===== config.mk =====
export PLATFORM = sky130hd
export DESIGN_NAME = serializer
export DESIGN_NICKNAME = d
export VERILOG_FILES = /design/src/rtl/serializer_pkg.sv /design/src/rtl/serializer.sv
export SDC_FILE = /design/constraint.sdc
export NUM_CORES = 1
export LEC_CHECK = 0
export ABC_CLOCK_PERIOD_IN_PS = 1500
export CORE_MARGIN = 4
export CORE_UTILIZATION = 32
export DETAILED_ROUTE_END_ITERATION = 12
export GPL_ROUTABILITY_DRIVEN = 0
export SYNTH_ARGS = -nofsm -noshare
export SYNTH_HDL_FRONTEND = slang
export SYNTH_SLANG_ARGS = --single-unit
export TNS_END_PERCENT = 50

===== constraint.sdc =====
create_clock -name clk_i -period 1.5 [get_ports clk_i]
set_input_delay 0.15 -clock clk_i [delete_from_list [all_inputs] [get_ports clk_i]]
set_output_delay 0.15 -clock clk_i [all_outputs]
set_load 0.01 [all_outputs]

===== src/rtl/serializer_pkg.sv =====
// Shared types and helpers for the MSB-first serializer.
package serializer_pkg;

    typedef enum logic [1:0] {
        IDLE   = 2'd0,
        SHIFT  = 2'd1,
        PARITY = 2'd2
    } state_t;

    // A zero bit-count encodes a full-width word.
    function automatic int unsigned len_decode(input int unsigned mod, input int unsigned width);
        return (mod == 0) ? width : mod;
    endfunction

endpackage


===== src/rtl/serializer.sv =====
// Parallel-to-serial converter, MSB-first, variable length, registered outputs.
// Define SERIALIZER_PARITY_EN to append one even-parity bit after each word.
module serializer
    import serializer_pkg::*;
#(
    parameter int unsigned DATA_W  = 16,
    parameter int unsigned MIN_LEN = 3
) (
    input  logic                      clk_i,
    input  logic                      srst_i,
    input  logic [DATA_W-1:0]         data_i,
    input  logic [$clog2(DATA_W)-1:0] data_mod_i,
    input  logic                      data_val_i,
    output logic                      ser_data_o,
    output logic                      ser_data_val_o,
    output logic                      busy_o
);

    localparam int unsigned ModW = $clog2(DATA_W);
    localparam int unsigned CntW = ModW + 1;

    state_t              state_q, state_d;
    logic [DATA_W-1:0]   shift_q, shift_d;
    logic [CntW-1:0]     cnt_q, cnt_d;
    logic                ser_q, ser_d;
    logic                val_q, val_d;
    logic                busy_q, busy_d;
    int unsigned         len_full;
`ifdef SERIALIZER_PARITY_EN
    logic                par_q, par_d;
`endif

    assign len_full = len_decode(32'(data_mod_i), DATA_W);

    // cnt_q counts the bits still owed, including the one currently on ser_data_o.
    always_comb begin
        state_d = state_q;
        shift_d = shift_q;
        cnt_d   = cnt_q;
        ser_d   = 1'b0;
        val_d   = 1'b0;
        busy_d  = 1'b0;
`ifdef SERIALIZER_PARITY_EN
        par_d   = par_q;
`endif
        case (state_q)
            IDLE: begin
                if (data_val_i && (len_full >= MIN_LEN)) begin
                    state_d = SHIFT;
                    shift_d = data_i << 1;
                    cnt_d   = CntW'(len_full);
                    ser_d   = data_i[DATA_W-1];
                    val_d   = 1'b1;
                    busy_d  = 1'b1;
`ifdef SERIALIZER_PARITY_EN
                    par_d   = data_i[DATA_W-1];
`endif
                end
            end
            SHIFT: begin
                if (cnt_q == CntW'(1)) begin
`ifdef SERIALIZER_PARITY_EN
                    state_d = PARITY;
                    ser_d   = par_q;
                    val_d   = 1'b1;
                    busy_d  = 1'b1;
`else
                    state_d = IDLE;
`endif
                end else begin
                    ser_d   = shift_q[DATA_W-1];
                    shift_d = shift_q << 1;
                    cnt_d   = cnt_q - CntW'(1);
                    val_d   = 1'b1;
                    busy_d  = 1'b1;
`ifdef SERIALIZER_PARITY_EN
                    par_d   = par_q ^ shift_q[DATA_W-1];
`endif
                end
            end
            PARITY: begin
                state_d = IDLE;
            end
            default: begin
                state_d = IDLE;
            end
        endcase
    end

    always_ff @(posedge clk_i) begin
        if (srst_i) begin
            state_q <= IDLE;
            shift_q <= '0;
            cnt_q   <= '0;
            ser_q   <= 1'b0;
            val_q   <= 1'b0;
            busy_q  <= 1'b0;
`ifdef SERIALIZER_PARITY_EN
            par_q   <= 1'b0;
`endif
        end else begin
            state_q <= state_d;
            shift_q <= shift_d;
            cnt_q   <= cnt_d;
            ser_q   <= ser_d;
            val_q   <= val_d;
            busy_q  <= busy_d;
`ifdef SERIALIZER_PARITY_EN
            par_q   <= par_d;
`endif
        end
    end

    assign ser_data_o     = ser_q;
    assign ser_data_val_o = val_q;
    assign busy_o         = busy_q;

endmodule


# Word-level counts from Yosys, hierarchy flattened
# Index checks and enable logic that the tools add are counted.
# totals
ff_bits,25
out_inout_bits,3
inputBits,23
# classes
n_mux,16
addsub,1
eq_ne,5
n_lt_le_gt_ge,1
reduce_logical,6
# ops
operator,count
$mux W16,2
$pmux W16 S2,1
$mux W5,3
$pmux W5 S2,1
$ne A2 B2 Y1 const B,3
$eq A5 B1 Y1 const B,1
$ge A5 B2 Y1 const B,1
$sub A5 B1 Y5 const B,1
$logic_not A4 Y1,1
$mux W1,4
$mux W2,2
$pmux W1 S2,2
$pmux W2 S2,1
$reduce_and A3 Y1,1
$eq A2 B1 Y1 const B,1
$logic_not A2 Y1,1
$reduce_and A2 Y1,1
$reduce_bool A2 Y1,1
$logic_and A1 B1 Y1,1

# Depth between registers and ports, before layout
# Gate-level depths: netlist (run 1).
# logic_depth
word_depth,6
mapped_depth,8
mapped_depth_nobuf,6

# Worst setup path after synthesis (run 1)
# Ideal clock, no wire load.
# synth_timing
kind,reg2reg
from,register cnt_q[1]
to,register cnt_q[1]
slack_ns,-0.006
synth_period_minus_slack_ns,1.506
arrival_time_ns,1.382
stages_incl_launch_ff,9
path_cell_list,dfxtp_1 > inv_1 > ha_1 > inv_1 > o41a_1 > buf_2 > buf_2 > o21ai_0 > o31ai_1
# synth_via
elab_chain_cells,3
# synth_rtl
element,line_no,source
start: declaration,serializer.sv:24,"logic [CntW-1:0] cnt_q, cnt_d;"
start signal: assignment,serializer.sv:104,cnt_q <= cnt_d;
$sub A5 B1 Y5 / $eq A5 B1 Y1 (equally long branches),"serializer.sv:73, serializer.sv:61",
$mux W5 / $ne A2 B2 Y1 (equally long branches),-,
$pmux W5 S2 / $reduce_and A3 Y1 (equally long branches),-,
# Parallel ways exist; a longest one is shown, timed or not. The select of a mux whose other input is x is not followed.
# A chain may end at the register's enable or synchronous reset.

# Final worst setup path (run 1)
# layout_timing
from,register cnt_q[0]
to,register shift_q[3]
# layout_via
elab_chain_cells,3
# layout_rtl
element,line_no,source
$eq A5 B1 Y1,serializer.sv:61,if (cnt_q == CntW'(1)) begin
$ne A2 B2 Y1 (no line),-,
$reduce_and A3 Y1 (no line),-,
end signal: assignment,serializer.sv:103,shift_q <= shift_d;
end: declaration,serializer.sv:23,"logic [DATA_W-1:0] shift_q, shift_d;"
# Every way passes these cells.

==> impl_results.md, run 1 <==
- Largest net degree at the start of global routing: 21
- Max-slew violations: 0
- Final wirelength: 3110 µm
- DR pass1 iterations: 4
- Post-synthesis cell count: 122
- Worst Tran Pin Value: 290 ps
- Synth top area share: 0.389
- Post-synth top area cell: dfxtp_1
- Final antenna diode count: 0
- Hold Crit Class: input pin to register
- Crit Path Category: register to register
- Nets: 187
- H-Tree Level Count: 1
- Number of global-route vias before repair: 1112
- Mapped cell area: 1180 µm²
- Setup TNS: -6.27 ps
- Cts bufs inserted: 3
- Core ar.: 3440 µm²
- Antenna violations before repair: 0
- Final min period: 1510 ps
- # rows: 21
- Wire per inst: 15.0 µm
- Clock power frac: 0.215
- Clock sink count: 23
- Root Driver: clkbuf_8
- Synth warnings: 0
- Seq/Total Area, Yosys: 0.389
- Chip Height: 68.8 µm
- Fillers: 304
- FF+latch count, synth: 23
- Switch share: 0.324
- RSZ-0062 raised after global routing: yes
- FMAX: 664 MHz
- Status: finished, violations left
- Endpoints failing setup: 2
- DRT iter0 DRCs: 74
- Critical path required time: 1650 ps
- R2R Setup Slk: -6 ps
- Die area: 4730 µm²
- Tot GR Track Use: 0.136
- Worst Setup Start Kind: register
- Crit Reg-Reg Endpoint: shift_q[3]
- First-pass GRT wire length: 4890 µm
- Final Power: 1.82 mW
- Hold Fails Final Rpt: 0
- Critical R2R Launch: cnt_q[0]
- DP Cell Count: 197
- Hold slack: 444 ps
- Top Ports: 26
- Switching pwr: 589 µW
- Sequential Power Share: 0.419
- Worst Hold Path EP: shift_q[1]
- Clk_lat worst skew: 270 ps
- Syn nets: 147
- Pwr dens: 1010 nW/µm²
- Initial Util: 0.344
- R2R depth: 6
- CP max FO: 19
- Routed Antenna Nets: 0
- Clock Skews: 0.542 ps
- Final period utilization: 1.00
- Leakage: 0.663 nW
- Synth area leaders: dfxtp_1 39%, mux2i_1 13%, a211oi_1 11%, nor3_1 7.6%, buf_2 2.5%
- Worst hold path depth: 3
- Peak supply drop: 0.358 mV
- Reg clk slew, reported paths: 80 ps
- Internal power: 1.23 mW
- Failing checks: negative setup slack
- Grt ovf: 0
- Via density: 5.36
- Post-DP HPWL: 1960 µm
- Worst setup margin: -5.81 ps
- CTS tree: done
- # DRC: 0
- Syn avg cell area: 9.69 µm²
- P&R area growth vs syn: 52.7%
- Layout cells sized above 1: 0.348
- Worst slack, placed: -336 ps
- Worst EP arrival: 1660 ps
- Die width: 68.8 µm
- Hold Buf Count CTS: 0
- Rel. slew slack: 0.806
- Max cap viols: 0
- Number of port buffers: 25
- Finished Layout Cells: 207
- CP Capture Type: register
- Worst Hold Launch: data_i[0]
- Via count: 1110
- Cell variety after synth: 29
- Max Root-Sink Buffers: 2
- Combinational share of power: 0.365
routing by layer:
layer  up-vias  share of wire  global-route usage
li1        538              -                   -
met2        30           0.49               0.243
met3         9          0.043              0.0162
met5         -              0                   0
met4         0          0.027              0.0730
met1       533           0.44               0.158
layout make-up:
type                       count  area [µm²]  share of cell area
clock buffer                   4        45.0              0.0249
inverter                       4        15.0             0.00832
multi-input combinational     85         800               0.443
sequential                    23         463               0.256
tap                           46        57.6              0.0319
timing repair buffer          45         425               0.236
critical path, cell delays in order (launching register included):
cell	delay (ps)
dfxtp_2	390
ha_4	150
inv_2	40
o41a_1	350
buf_12	170
nor3_1	200
a211oi_2	70
how the worst max path moves through the flow:
stage | from | to | cells past startpoint
3_5_place_dp | data_mod_i[0] | shift_q[13] | 5
3_3_place_gp | data_mod_i[0] | shift_q[3] | 5
4_1_cts | cnt_q[1] | shift_q[13] | 7
5_1_grt | cnt_q[1] | shift_q[6] | 7
6_report | cnt_q[0] | shift_q[3] | 6
2_1_floorplan | cnt_q[1] | cnt_q[1] | 8
power by group through the flow:
stage / Sequential [mW] / Combinational, mW / Clock (mW)
final: 0.761 / 0.663 / 0.391
after global routing: 0.769 / 0.718 / 0.419
after CTS: 0.756 / 0.627 / 0.392
after detailed placement: 0.766 / 0.527 / 0
after global placement: 0.761 / 0.518 / 0
after floorplan: 0.756 / 0.353 / 0
stage by stage:
| step | util | cell area [µm²] |
|---|---|---|
| finish | 0.525 | 1810 |
| global route | 0.525 | 1810 |
| detailed placement | 0.453 | 1560 |
| floorplan | - | 1190 |
| global placement | 0.453 | 1560 |
| CTS | 0.507 | 1750 |
cells by family after synthesis:
group,after synthesis,synth area share
AOI/OAI and AO/OA,33,0.241
xor gates and xnor gates,4,0.0296
adders and majority gates,2,0.0212
buffers and inverters,16,0.0667
DFF,23,0.389
muxes,15,0.127
and+or+nand+nor,29,0.125
Yosys cell counts:
master,instances
buf_2,6
o311a_2,1
mux2i_1,15
a211oi_2,1
a22oi_1,2
buf_1,1
a211oi_1,17
clkbuf_1,3
inv_1,4
dfxtp_1,23
o311ai_4,1
o21ai_0,3
nand2_1,1
buf_6,1
xor2_1,1
nand2b_1,1
a21oi_1,4
nand3_1,2
xnor2_1,3
nand2_4,1
a221o_2,1
buf_4,1
o31ai_1,1
o41a_1,1
o41ai_4,1
nor2_1,5
nor3b_1,1
ha_1,2
nor3_1,18
layout by cell type, fill, tap and decap left out, types with 2 or more instances in the layout:
cell             count
dfxtp_2              2
a211oi_2            15
buf_4               17
nor2_1               5
nor3_2               4
dlymetal6s2s_1       2
dfxtp_1             21
buf_6                2
clkdlybuf4s50_1     23
nor3_1              14
inv_2                2
nand3_1              2
clkbuf_8             3
inv_1                2
a211oi_1             3
o21ai_0              3
a22oi_1              2
mux2i_1             15
xnor2_1              2
nand2_4              2
a21oi_1              4
state kept, by name, summed over array words and instances (netlist names):
signal / flops
busy_o: 1
ser_data_o: 1
shift_q: 15
cnt_q: 5
state_q: 1
repair_timing:
item	in CTS	in global routing
gates cloned	2	0
hold endpoints to repair	0	0
gates resized for setup	20	13
setup buffers	4	0
pin swaps	4	2
setup endpoints to repair	18	20
Note: power is estimated with default switching activity, not from simulation.
==> run 2: changes to the inputs <==
--- a/config.mk
+++ b/config.mk
@@ -6,10 +6,11 @@
 export NUM_CORES = 1
 export LEC_CHECK = 0
 export ABC_CLOCK_PERIOD_IN_PS = 1500
-export CORE_MARGIN = 4
+export CORE_MARGIN = 1.5
 export CORE_UTILIZATION = 32
 export DETAILED_ROUTE_END_ITERATION = 12
 export GPL_ROUTABILITY_DRIVEN = 0
+export PLACE_DENSITY = 0.58
 export SYNTH_ARGS = -nofsm -noshare
 export SYNTH_HDL_FRONTEND = slang
 export SYNTH_SLANG_ARGS = --single-unit
==> run 2 against run 1 <==
The run now ends clean; total power increased by 1.3%; combinational power increased by 3.5%; register-to-register slack improved by 30 ps; utilization rose by 0.73 points; sequential share of layout area decreased by 0.15 points; wire length decreased by 1.9%; maximum frequency increased by 2.1%; worst setup slack gained 31 ps; cell count is 0.48% higher; worst hold slack gained 1.3 ps.
==> impl_results.md, run 2 (synthesized netlist as in run 1, its figures left out) <==
- Root Driver: clkbuf_8
- Worst setup margin: 25.0 ps (+30.8 ps)
- Placed inst area: 1540 µm² (-1.3%)
- Post-DP HPWL: 1910 µm (-2.8%)
- R2R depth: 7 (+1)
- CP max FO: 4 (-15)
- Post-layout instance area: 1830 µm² (+1.4%)
- Worst Hold Path EP: shift_q[1]
- Final design utilization: 0.532 (+0.00727)
- Reg clk slew, reported paths: 80 ps (about the same)
- Via count: 1080 (-2.7%)
- DRT iter0 DRCs: 28 (-62%)
- Worst slack, placed: -312 ps (+23.8 ps)
- Crit Reg-Reg Endpoint: cnt_q[4]
- Crit Path Category: register to register
- Max-slew violations: 0 (unchanged)
- Largest regs: shift_q: 15 flops, cnt_q: 5 flops
- Hold Buf Count CTS: 0 (unchanged)
- Worst Setup Start Kind: register
- Switching pwr: 595 µW (+1.0%)
- Core ar.: 3440 µm² (unchanged)
- Peak supply drop: 0.400 mV (+12%)
- Chip Height: 63.8 µm (-7.3%)
- Clock sink count: 23 (unchanged)
- Worst EP arrival: 1630 ps (-30 ps)
- Final min period: 1470 ps (-30.8 ps)
- Final period utilization: 0.983 (-0.0205)
- Layout cells sized above 1: 0.358 (+0.0102)
- Sequential Power Share: 0.416 (-0.003)
- Largest net degree at the start of global routing: 21 (unchanged)
- Critical path required time: 1650 ps (about the same)
- Most frequent cells in the layout: 23 x clkdlybuf4s50_1, 20 x dfxtp_1, 17 x nor3_1, 17 x buf_4, 16 x a211oi_2
- Tot GR Track Use: 0.159 (+0.0230)
- R2R Setup Slk: 30 ps (+30 ps)
- Switch share: 0.324 (-0.000690)
- Clock Skews: 3.20 ps (+2.66 ps)
- Met2 Use GR: 0.284 (+0.0407)
- Setup TNS: 0 ps (+6.27 ps)
- Worst hold path depth: 3 (unchanged)
- CP Capture Type: register
- Max cap viols: 0 (unchanged)
- Die area: 4070 µm² (-14%)
- RSZ-0062 raised after global routing: yes
- Rel. slew slack: 0.783 (-0.0228)
- Max Root-Sink Buffers: 2 (unchanged)
- Most common cell after layout, fill and taps aside: clkdlybuf4s50_1
- Reg with most FFs: shift_q
- Initial Util: 0.344 (unchanged)
- # DRC: 0 (unchanged)
- # rows: 21 (unchanged)
- Top Ports: 26 (unchanged)
- FMAX: 678 MHz (+2.1%)
- DR pass1 iterations: 4 (unchanged)
- Critical R2R Launch: cnt_q[1]
- Combinational share of power: 0.373 (+0.008)
- Final wirelength: 3050 µm (-1.9%)
- Hold Crit Class: input pin to register
- Most Crowded Layer GR: met2
- Clock power frac: 0.210 (-0.005)
- Nets: 188 (+0.53%)
- Cts bufs inserted: 3 (unchanged)
- Clk_lat worst skew: 260 ps (about the same)
- Leakage: 0.670 nW (+1.1%)
- Worst Tran Pin Value: 324 ps (+34.8 ps)
- Internal power: 1.24 mW (+1.4%)
- Wire per inst: 14.7 µm (-2.3%)
- Number of global-route vias before repair: 1115 (+0.27%)
- Die width: 63.8 µm (-7.3%)
- Routed Antenna Nets: 0 (unchanged)
- M1 GR Usage: 0.191 (+0.0336)
- Worst Hold Launch: data_i[0]
- Final antenna diode count: 0 (unchanged)
- Grt ovf: 0 (unchanged)
- Antenna violations before repair: 0 (unchanged)
- Via density: 5.19 (-3.2%)
- Endpoints failing setup: 0 (-2)
- Max reg flops: 15 (unchanged)
- Fillers: 314 (+3.3%)
- Met3 Resource Use GR: 0.0211 (+0.00492)
- CTS tree: done
- Number of port buffers: 25 (unchanged)
- First-pass GRT wire length: 5120 µm (+4.8%)
- P&R area growth vs syn: 54.8%
- H-Tree Level Count: 1 (unchanged)
- Crit path launch: cnt_q[1]
- Status: completed
- Hold Fails Final Rpt: 0 (unchanged)
- Pwr dens: 1000 nW/µm² (-0.13%)
==> run 2: cell types whose count changed in the layout (fill, tap and decap cells not counted), sizes merged <==
cell and delta:
buf +1
==> run 2: power groups by stage <==
stage	logic [mW]	registers, mW	clock network (mW)
floorplan	0.353	0.756	0
global placement	0.509	0.767	0
detailed placement	0.515	0.770	0
CTS	0.631	0.761	0.397
global route	0.746	0.775	0.416
finish	0.686	0.766	0.387
==> run 2: how the worst max path moves through the flow <==
stage | to | slack, ps | cells past startpoint
5_1_grt | shift_q[13] | -90 | 7
3_3_place_gp | shift_q[10] | -270 | 5
2_1_floorplan | cnt_q[1] | 2 | 8
6_report | cnt_q[4] | 30 | 7
4_1_cts | cnt_q[0] | -30 | 7
3_5_place_dp | shift_q[11] | -310 | 5
==> run 2: timing repair <==
item                                    CTS  global route
gates cloned                              2             0
pin swaps                                 7             5
endpoints found under the setup margin   19            21
gates resized for setup                  25            17
buffers inserted                          5             1
==> run 2: metrics by stage <==
step	hold WS, ps	cells	total power, mW
after detailed placement	465	196	1.28
after global placement	470	196	1.28
after CTS	436	207	1.79
after floorplan	286	122	1.11
final	445	208	1.84
after global routing	466	208	1.94
==> run 2: critical path, cell delays in order (launching register included) <==
cell	delay, ps
dfxtp_2	330
inv_2	70
ha_4	140
inv_4	40
o41a_1	340
buf_4	170
nor3_1	210
a211oi_2	70
==> run 2: final cells by class <==
class                   count  area, µm²  area share
multi-input cells          85        807       0.441
flip-flops and latches     23        467       0.255
repair buffers             46        437       0.239
well taps                  46       57.6      0.0314
clock buffers               4       45.0      0.0246
inverters                   4       17.5     0.00957
==> run 2: layer usage <==
metal	up-vias	routed length, µm
li1	540	-
met1	525	1390
met2	13	1560
met3	2	74
met4	0	29
met5	-	0
==> run 3: changes to the inputs <==
--- a/config.mk
+++ b/config.mk
@@ -7,10 +7,11 @@
 export LEC_CHECK = 0
 export ABC_CLOCK_PERIOD_IN_PS = 1500
 export CORE_MARGIN = 1.5
-export CORE_UTILIZATION = 32
+export CORE_UTILIZATION = 44
 export DETAILED_ROUTE_END_ITERATION = 12
 export GPL_ROUTABILITY_DRIVEN = 0
-export PLACE_DENSITY = 0.58
+export PLACE_DENSITY = 0.75
+export REMOVE_ABC_BUFFERS = 1
 export SYNTH_ARGS = -nofsm -noshare
 export SYNTH_HDL_FRONTEND = slang
 export SYNTH_SLANG_ARGS = --single-unit
==> run 3 against run 2 <==
Clock power down 26%; critical path type unchanged; critical endpoint is now cnt_q[3]; sequential share of layout area down 0.84 points; count of clock-buffer cells in the layout down 1; utilization up 22 points.
==> impl_results.md, run 3 (synthesized netlist as in run 1, its figures left out) <==
- Status: completed
- P&R area growth vs syn: 59.7%
- Largest net degree at the start of global routing: 21 (unchanged)
- Final period utilization: 0.997 (+0.0141)
- Hold slack: 374 ps (-71.4 ps)
- Chip Height: 54.8 µm (-14%)
- DRT iter0 DRCs: 14 (-50%)
- Die area: 3010 µm² (-26%)
- Clk_lat worst skew: 310 ps (+50 ps)
- Final Power: 1.83 mW (-0.37%)
- Crit Path Category: register to register
- Reg with most FFs: shift_q
- Core ar.: 2500 µm² (-27%)
- Antenna violations before repair: 0 (unchanged)
- Via count: 1112 (+3.0%)
- Nets: 188 (unchanged)
- Grt ovf: 0 (unchanged)
- CP Capture Type: register
- Crit path to: cnt_q[3]
- Final antenna diode count: 0 (unchanged)
- Clock Skews: 2.56 ps (-0.642 ps)
- Most common cell after layout, fill and taps aside: clkdlybuf4s50_1
- Root Driver: clkbuf_4
- Max reg flops: 15 (unchanged)
- Number of port buffers: 25 (unchanged)
- FMAX: 668 MHz (-1.4%)
- Hold Fails Final Rpt: 0 (unchanged)
- Reg clk slew, reported paths: 120 ps (+40 ps)
- DR pass1 iterations: 6 (+2)
- Layout cells sized above 1: 0.457 (+0.0988)
- Worst EP arrival: 1750 ps (+120 ps)
- Pwr dens: 970 nW/µm² (-3.4%)
- Final wirelength: 3420 µm (+12%)
- Die width: 54.8 µm (-14%)
- Tot GR Track Use: 0.220 (+0.0609)
- Final min period: 1500 ps (+21.1 ps)
- Initial Util: 0.473 (+0.129)
- Cts bufs inserted: 3 (unchanged)
- Peak supply drop: 0.765 mV (+91%)
- Crit Reg-Reg Endpoint: cnt_q[3]
- R2R Setup Slk: 4 ps (-20 ps)
- H-Tree Level Count: 1 (unchanged)
- Hold Buf Count CTS: 0 (unchanged)
- Top Ports: 26 (unchanged)
- Critical R2R Launch: state_q[0]
- Largest regs: shift_q: 15 flops, cnt_q: 5 flops
- Worst Tran Pin Value: 355 ps (+30.3 ps)
- # rows: 18 (-14%)
- Worst Hold Launch: data_i[0]
- Wire per inst: 17.8 µm (+21%)
- Setup TNS: 0 ps (unchanged)
- R2R depth: 5 (-2)
- CP max FO: 5 (+1)
- Leakage: 0.687 nW (+2.5%)
- Max-slew violations: 0 (unchanged)
- Max cap viols: 0 (unchanged)
- Worst Setup Start Kind: register
- Max Root-Sink Buffers: 2 (unchanged)
- Endpoints failing setup: 0 (unchanged)
- Crit path launch: state_q[0]
- Routed Antenna Nets: 0 (unchanged)
- Critical path required time: 1750 ps (+100 ps)
- First-pass GRT wire length: 4730 µm (-7.5%)
- Most frequent cells in the layout: 23 x clkdlybuf4s50_1, 21 x dfxtp_1, 16 x a211oi_2
- CTS tree: done
- Clock sink count: 23 (unchanged)
- Rel. slew slack: 0.763 (-0.0205)
- Number of global-route vias before repair: 1080 (-3.1%)
- Hold Crit Class: input pin to register
- Post-DP HPWL: 1850 µm (-3.2%)
- Via density: 5.79 (+12%)
- # DRC: 0 (unchanged)
==> run 3: cell types whose count changed in the layout (fill, tap and decap cells not counted), moves of 3 or more <==
cell	before	now
nor3_1	17	2
nor3_2	1	12
clkbuf_8	3	0
clkbuf_4	0	3
nor3_4	0	4
==> run 3: stage by stage <==
| stage | cell area (µm²) | utilization | std cells | setup WS, ps |
|---|---|---|---|---|
| after floorplan | 1120 | - | 110 | -384 |
| after global placement | 1500 | 0.602 | 178 | -260 |
| after detailed placement | 1500 | 0.602 | 178 | -399 |
| after CTS | 1660 | 0.663 | 189 | -13.0 |
| after global routing | 1890 | 0.755 | 192 | -54.7 |
| final | 1890 | 0.755 | 192 | 3.91 |
==> run 3: worst max-delay path, stage by stage (launching register included) <==
cell	delay, ps
dfxtp_1	360
inv_2	150
o311ai_4	150
buf_4	190
a221o_2	410
a21oi_2	160
==> run 3: final cells by class <==
cell class / instances / area [µm²]
multi-input cells: 87 / 930
fillers: 161 / 612
flip-flops and latches: 23 / 465
repair buffers: 44 / 413
well taps: 30 / 37.5
clock buffers: 3 / 22.5
inverters: 4 / 15.0
clock inverters: 1 / 5.00
==> run 3: layer usage <==
layer	up-vias	share of wire	GRT usage
met2	33	0.50	0.375
li1	548	-	-
met3	12	0.033	0.0328
met5	-	0	0
met1	519	0.44	0.274
met4	0	0.035	0.0917
==> run 3: report_power, final <==
| part | switching [mW] | internal, mW | total (mW) |
|---|---|---|---|
| registers | 0.0870 | 0.697 | 0.784 |
| logic | 0.380 | 0.380 | 0.760 |
| clock network | 0.188 | 0.0998 | 0.288 |
==> run 3: how the worst min path moves through the flow <==
stage                      end  slack [ps]  cells after the start
finish              shift_q[1]         370                      3
global route        shift_q[1]         380                      3
CTS                 shift_q[1]         370                      3
detailed placement  shift_q[1]         480                      2
global placement    shift_q[1]         460                      2
floorplan           shift_q[7]         210                      1
==> run 3: timing repair <==
item	in CTS	in global routing
endpoints found under the setup margin	11	23
pin swaps	4	6
gates resized for setup	15	47
cloned	3	1
setup buffers	4	2
